## src/rtl/pipe_pkg.sv

```systemverilog
// Shared definitions for the pipeline memory stage: FSM state encoding and default parameters.
package pipe_pkg;

  typedef enum logic [1:0] {
    IDLE = 2'd0,
    BUSY = 2'd1,
    DONE = 2'd2
  } mem_state_e;

  localparam int unsigned TIMEOUT_DEF  = 64;
  localparam logic [31:0] ERR_DATA_DEF = 32'h0000_0000;

  function automatic logic is_word_aligned(input logic [31:0] addr);
    return (addr[1:0] == 2'b00);
  endfunction

endpackage

```

## src/rtl/mem_timeout_cnt.sv

```systemverilog
// Busy-cycle counter for the memory handshake; tc flags the last cycle before abandoning.
module mem_timeout_cnt #(
  parameter int unsigned TIMEOUT = 64
) (
  input  logic clk,
  input  logic clrn,
  input  logic clr,
  input  logic en,
  output logic tc
);

  localparam int unsigned CW = $clog2(TIMEOUT + 1);

  logic [CW-1:0] cnt;

  assign tc = (cnt == CW'(TIMEOUT - 1));

  always_ff @(posedge clk) begin
    if (!clrn) begin
      cnt <= '0;
    end else if (clr) begin
      cnt <= '0;
    end else if (en && !tc) begin
      cnt <= cnt + CW'(1);
    end
  end

endmodule

```

## src/rtl/mem_stage_ctrl.sv

```systemverilog
// MEM-stage controller: runs loads/stores over a req/ack memory port and drives MEM/WB inputs and stall.
module mem_stage_ctrl
  import pipe_pkg::*;
#(
  parameter int unsigned TIMEOUT  = TIMEOUT_DEF,
  parameter logic [31:0] ERR_DATA = ERR_DATA_DEF
) (
  input  logic        Clk,
  input  logic        Clrn,
  input  logic        ewreg,
  input  logic        em2reg,
  input  logic        ewmem,
  input  logic [31:0] ealu,
  input  logic [31:0] eb,
  input  logic [4:0]  ern,
  output logic        stall,
  output logic        mwreg,
  output logic        mm2reg,
  output logic [31:0] mmo,
  output logic [31:0] malu,
  output logic [4:0]  mrn,
  output logic        mem_req,
  output logic        mem_we,
  output logic [31:0] mem_addr,
  output logic [31:0] mem_wdata,
  input  logic        mem_ack,
  input  logic [31:0] mem_rdata,
  output logic        err_align,
  output logic        err_timeout,
  output logic        err_conflict
);

  mem_state_e  state_q, state_d;
  logic [31:0] rdata_q;
  logic        abandoned_q;
  logic        start;
  logic        tc;
  logic        mem_op;
  logic        aligned;
  logic        timed_out;

  assign mem_op    = ewmem | em2reg;
  assign aligned   = is_word_aligned(ealu);
  assign timed_out = (state_q == BUSY) && !mem_ack && tc;
  assign malu      = ealu;
  assign mrn       = ern;

  mem_timeout_cnt #(.TIMEOUT(TIMEOUT)) u_timeout (
    .clk  (Clk),
    .clrn (Clrn),
    .clr  (state_q != BUSY),
    .en   ((state_q == BUSY) && !mem_ack),
    .tc   (tc)
  );

  always_comb begin
    state_d = state_q;
    stall   = 1'b0;
    mwreg   = 1'b0;
    mm2reg  = 1'b0;
    mmo     = 32'h0;
    start   = 1'b0;
    case (state_q)
      IDLE: begin
        if (!mem_op) begin
          mwreg = ewreg;
        end else if (aligned) begin
          stall   = 1'b1;
          start   = 1'b1;
          state_d = BUSY;
        end
      end
      BUSY: begin
        stall = 1'b1;
        if (mem_ack || tc) state_d = DONE;
      end
      DONE: begin
        // A conflicting op is treated as a store, so its load flag never reaches MEM/WB.
        mwreg   = ewreg & ~abandoned_q;
        mm2reg  = em2reg & ~ewmem & ~abandoned_q;
        mmo     = rdata_q;
        state_d = IDLE;
      end
      default: state_d = IDLE;
    endcase
  end

  always_ff @(posedge Clk) begin
    if (!Clrn) begin
      state_q      <= IDLE;
      mem_req      <= 1'b0;
      mem_we       <= 1'b0;
      mem_addr     <= 32'h0;
      mem_wdata    <= 32'h0;
      rdata_q      <= 32'h0;
      abandoned_q  <= 1'b0;
      err_align    <= 1'b0;
      err_timeout  <= 1'b0;
      err_conflict <= 1'b0;
    end else begin
      state_q <= state_d;
      if (start) begin
        mem_req     <= 1'b1;
        mem_we      <= ewmem;
        mem_addr    <= {ealu[31:2], 2'b00};
        mem_wdata   <= eb;
        abandoned_q <= 1'b0;
      end
      if (state_q == BUSY && mem_ack) begin
        mem_req <= 1'b0;
        rdata_q <= mem_rdata;
      end
      if (timed_out) begin
        mem_req     <= 1'b0;
        rdata_q     <= ERR_DATA;
        abandoned_q <= 1'b1;
        err_timeout <= 1'b1;
      end
      if (state_q == IDLE && mem_op && !aligned) err_align <= 1'b1;
      if (ewmem && em2reg) err_conflict <= 1'b1;
    end
  end

endmodule

```

## config.mk

```make
export PLATFORM = sky130hd
export DESIGN_NAME = mem_stage_ctrl
export DESIGN_NICKNAME = d
export VERILOG_FILES = /design/src/rtl/pipe_pkg.sv /design/src/rtl/mem_timeout_cnt.sv /design/src/rtl/mem_stage_ctrl.sv
export SDC_FILE = /design/constraint.sdc
export NUM_CORES = 1
export LEC_CHECK = 0
export BUFFER_PORTS_ARGS = -buffer_cell sky130_fd_sc_hd__buf_2
export CAP_MARGIN = 10
export CORE_MARGIN = 4
export CORE_UTILIZATION = 40
export CTS_BUF_LIST = sky130_fd_sc_hd__clkbuf_8 sky130_fd_sc_hd__clkbuf_16
export DETAILED_ROUTE_END_ITERATION = 12
export PLACE_DENSITY_LB_ADDON = 0.3
export SYNTH_ARGS = -nofsm -noshare
export SYNTH_HDL_FRONTEND = slang
export SYNTH_SLANG_ARGS = --single-unit
```

## constraint.sdc

```tcl
create_clock -name Clk -period 1.5 [get_ports Clk]
set_clock_uncertainty 0.05 [all_clocks]
set_input_delay 0 -clock Clk [delete_from_list [all_inputs] [get_ports Clk]]
set_output_delay 0 -clock Clk [all_outputs]
set_load 0.03 [all_outputs]
```

Word-level counts from Yosys, hierarchy flattened --
Cells that the tools add are included.
Cells by class: eq/ne operators 7, reduce and logical (&&, ||, !) cells 18, add/sub/neg operators 1, bitwise gates (word level) 7, mux-type cells 14
Operators by type and width (number):
- $mux W32 | 1
- $add A7 B1 Y7 const B | 1
- $eq A7 B6 Y1 const B | 1
- $logic_and A1 B1 Y1 | 7
- $mux W1 | 7
- $mux W2 | 3
- $logic_not A2 Y1 | 2
- $ne A2 B1 Y1 const B | 2
- $ne A2 B2 Y1 const B | 2
- $pmux W1 S2 | 2
- $pmux W2 S2 | 1
- $reduce_or A2 Y1 | 2
- $and A1 B1 Y1 | 3
- $logic_not A1 Y1 | 3
- $not A1 Y1 | 3
- $reduce_and A3 Y1 | 1
- $reduce_or A3 Y1 | 1
- $eq A2 B1 Y1 const B | 1
- $eq A2 B2 Y1 const B | 1
- $reduce_bool A2 Y1 | 1
- $logic_or A1 B1 Y1 | 1
- $or A1 B1 Y1 | 1
Word-level totals: flip-flop bits (word level) 109, input port bits 107, output and inout port bits 141

Logic depth before layout (Yosys ltp) --
word-level depth 6, depth in mapped cells 7

Modules after synthesis --
A second synthesis with hierarchy kept.
Second synthesis, totals: cells, all modules 566, area, all modules 4773.3 µm²
Modules (own cells, without submodules):
- mem_stage_ctrl | area each 4430.5 µm², times used 1, seq. area each 2042.0 µm², cells each 529
- mem_timeout_cnt | area each 342.8 µm², times used 1, seq. area each 140.1 µm², cells each 37

Least setup slack after synthesis --
No wires, ideal clock.
path kind reg2reg, from reg state_q[0], to reg mem_req, setup slack -77 ps, buffers on the path 3, period minus slack after synthesis 1577 ps, setup time 116 ps, arrival time 1411 ps, stages on the path, launching flop included 8, cells stage by stage dfxtp_1 buf_4 or3b_1 nor3_2 nand2b_1 buf_4 buf_6 nor2_1
Between the ends: cells in the longest elaborated chain, start to end 4
Ends and longest elaborated chain:
- from (decl) | line mem_stage_ctrl.sv:33 | mem_state_e state_q, state_d;
- from (signal assigned) | line mem_stage_ctrl.sv:101 | state_q <= state_d;
- $eq A2 B1 Y1 | line mem_stage_ctrl.sv:44, mem_stage_ctrl.sv:109
- $logic_and A1 B1 Y1 (2 in series) | line mem_stage_ctrl.sv:44 | assign timed_out = (state_q == BUSY) && !mem_ack && tc;
- $reduce_or A3 Y1 (no line)
- to (signal assigned) | line mem_stage_ctrl.sv:103 | mem_req <= 1'b1;
- to (signal assigned) | line mem_stage_ctrl.sv:110 | mem_req <= 1'b0;
- to (signal assigned) | line mem_stage_ctrl.sv:114 | mem_req <= 1'b0;
- to (decl) | line mem_stage_ctrl.sv:22 | output logic mem_req,
Several ways; a longest one is shown, not always the timed one. A chain may end at the register's enable or synchronous reset.

Worst setup path after layout --
from reg state_q[1], to reg rdata_q[5]
Between the ends: cells in the longest elaborated chain, start to end 4
Ends and longest elaborated chain:
- $eq A2 B1 Y1 (*) | line mem_stage_ctrl.sv:44, mem_stage_ctrl.sv:109
- $logic_and A1 B1 Y1 (2 in series) | line mem_stage_ctrl.sv:44
- $reduce_or A2 Y1 (no line)
- to (signal assigned) | line mem_stage_ctrl.sv:111 | rdata_q <= mem_rdata;
- to (decl) | line mem_stage_ctrl.sv:34 | logic [31:0] rdata_q;
Mark *: on every way between the ends. The rest lies on a longest branch, timed or not.

==> results.py <==
metrics = {
    "logic_synthesis": {
        "async_flop_share_pct": 0,
        "synth_seq_cells": 109,
        "syn-instance-count": 559,
        "syn_area_um2": 4570,
        "yosys.cell_types.count": 34,
        "yosysWarnings": 0,
        "yosysSeqAreaShare_pct": 47.8,
        "ys.flop_type": "dfxtp_1",
        "avgSynthCellArea_um2": 8.17,
        "synth-edff-count": 0,
    },
    "timing": {
        "period_minus_slack_ns": 1.60,
        "post-route-period-util_pct": 106,
        "postLayoutSetupSlackWorst_ns": -0.0975,
        "whs_ns": 0.0435,
        "tns_ns": -2.92,
        "drv_slew": 0,
        "hold_violations": 0,
        "clock.fmax_mhz": 626,
        "rsz0062_at_grt": "true",
        "finalSetupViolCount": 47,
    },
    "drt": {
        "wl_mm": 17.4,
        "vias_per_cell": 4.93,
        "route.met2.wl_mm": 9.15,
        "detail-route-antenna-nets": 0,
        "top_layer_used": "met4",
        "drc_errors": 0,
        "drtIter0Drc": 304,
        "drt-pass1-iter-count": 4,
        "drt-met1-wl_mm": 6.35,
        "wl_met3_mm": 1.37,
        "vias": 5062,
        "wl_per_cell_um": 17.0,
    },
    "final_layout": {
        "final_cell_mix": "buf_2 (200), nand2_1 (191), dfxtp_1 (105)",
        "layout-drive-gt1-share_pct": 39.3,
        "fillerInstances": 775,
        "final_cells": 1027,
        "finalInstanceArea_um2": 7910,
        "final_common_cell": "buf_2",
        "fin_nets": 989,
        "final_util_pct": 72.0,
        "area_delta_synth_final_pct": 73.2,
    },
    "hold_path": {
        "min_path_type": "in2reg",
    },
    "worst_setup_path": {
        "cp_slowest_cell": "or3b_4",
        "critPathMaxFanout": 8,
        "critPathKind": "reg2reg",
        "start_kind": "flip-flop",
        "required_ns": 1.68,
        "cp-end-kind": "flip-flop",
        "arrival_ns": 1.78,
        "cp_cell_sequence": "or3b_4 > nor3_4 > nand2b_4 > buf_12 > buf_16 > a21oi_1",
        "max_stage_delay_ns": 0.39,
    },
    "floorplan": {
        "die_w_um": 115,
        "dieArea_um2": 13200,
        "initial_core_util_pct": 41.6,
        "ios": 248,
        "coreArea_um2": 11000,
        "die_y_um": 115,
        "num_rows": 38,
    },
    "grt": {
        "grt_pass1_vias": 5007,
        "antenna_found_initial": 0,
        "grt_first_pass_wirelength_mm": 23.7,
        "overflow": 0,
        "track_usage_pct": 22.4,
        "grt_start_max_net_pins": 64,
    },
    "clock_tree": {
        "htreeDepth": 3,
        "clock_latency_ns": 0.33,
        "numCtsBuffers": 9,
        "cts-root-buf": "clkbuf_16",
        "cts_tree": "done",
        "cts.path.max_buffers": 2,
        "clkSinkCount": 109,
        "path_clk_slew_ns": 0.07,
    },
    "power_and_ir_drop": {
        "p_sw_mw": 1.79,
        "power_density_nw_per_um2": 871,
        "power_frac_clock_pct": 36.2,
        "combPwrFrac_pct": 19.6,
        "seq_power_share_pct": 44.2,
        "swShare_pct": 25.9,
        "leakage_nw": 3.51,
        "p_total_mw": 6.89,
        "ir_worst_vdd_v": 0.000569,
        "p_int_mw": 5.10,
    },
    "placement": {
        "hpwl_mm": 9.14,
        "dp.cells": 885,
        "io_buffers": 235,
        "gp_routability_congestion": 0.774,
        "pre_cts_slack_ns": -0.0937,
        "placement.cell_area_um2": 5730,
    },
    "status": {
        "failed_checks": "negative setup slack",
        "status": "complete, but fails checks",
    },
    "flow_run": {
        "drv_cap": 0,
    },
}
## cell type report
type | count | area [um2] | area share, %
Antenna cell | 2 | 5.00 | 0.0633
Clock buffer | 10 | 239 | 3.02
Clock inverter | 5 | 75.1 | 0.949
Inverter | 3 | 11.3 | 0.142
Multi-Input combinational cell | 374 | 2120 | 26.8
Sequential cell | 109 | 2190 | 27.7
Tap cell | 140 | 175 | 2.21
Timing Repair Buffer | 384 | 3100 | 39.2
## worst max-delay path: cells and delay by family, from the launching register on
| family | cells | cell delay (ns) |
|---|---|---|
| flip-flops | 1 | 0.36 |
| AND/OR/NAND/NOR | 3 | 0.78 |
| buffers and inverters | 2 | 0.26 |
| AO/OA/AOI/OAI | 1 | 0.05 |
## power by group through the flow
stage	combinational [mW]	sequential, mW	clock [mW]
after floorplan	0.462	3.26	0
after global routing	1.43	3.06	2.67
final	1.35	3.05	2.49
after detailed placement	0.898	3.11	0
after CTS	1.19	3.04	2.57
after global placement	0.889	3.10	0
## kinds of logic after synthesis
family	synth area share, %
compound gates	15.9
xor+xnor	0.384
fa+ha+maj	0.274
buf+inv	10.7
flops	47.8
mux	0.438
other cells	0.0821
simple gates	24.4
## timing repair
item / in CTS / in global routing
hold buffers: 101 / 0
setup endpoints to repair: 72 / 130
cloned: 3 / 12
resized for setup: 98 / 60
endpoints found under the hold margin: 101 / 0
pin swaps: 1 / 8
setup buffers: 4 / 6
## cells in the mapped netlist (all sizes together), types with 2 or more instances
cell type  count  area share [%]
a21boi        64              11
a21oi         36             3.9
a311oi         2            0.38
and2          32             4.4
and3           4            0.55
buf           60             9.2
clkbuf        15             1.2
dfxtp        109              48
inv            3            0.25
mux2i          2            0.44
nand2        191              16
nand2b         2            0.27
nand3          2            0.22
nand3b         4            0.66
nor2          11            0.90
nor2b          3            0.41
nor3b          2            0.44
o21a           2            0.33
o21ai          4            0.44
xor2           2            0.38
## routing by layer
layer | vias up | track usage, %
li1 | 2398 | -
met1 | 2385 | 23.0
met2 | 233 | 41.4
met3 | 46 | 5.79
met4 | 0 | 11.7
met5 | - | 0
## worst paths after layout
check                   startpoint  cells after the start          endpoint  slack, ns
setup / recovery        state_q[1]                      6        rdata_q[5]       -0.1
hold / removal                Clrn                      2       err_timeout       0.04
setup reg to reg        state_q[1]                      6        rdata_q[5]       -0.1
hold reg to reg   u_timeout.cnt[6]                      2  u_timeout.cnt[6]       0.40
## state kept, by name, summed over array words and instances (netlist names)
| name | flops |
|---|---|
| err_timeout | 1 |
| err_align | 1 |
| mem_addr | 30 |
| err_conflict | 1 |
| mem_we | 1 |
| u_timeout.cnt | 7 |
| abandoned_q | 1 |
| state_q | 2 |
| mem_req | 1 |
| rdata_q | 32 |
| mem_wdata | 32 |
No activity file was read; power rests on OpenSTA's default activity.
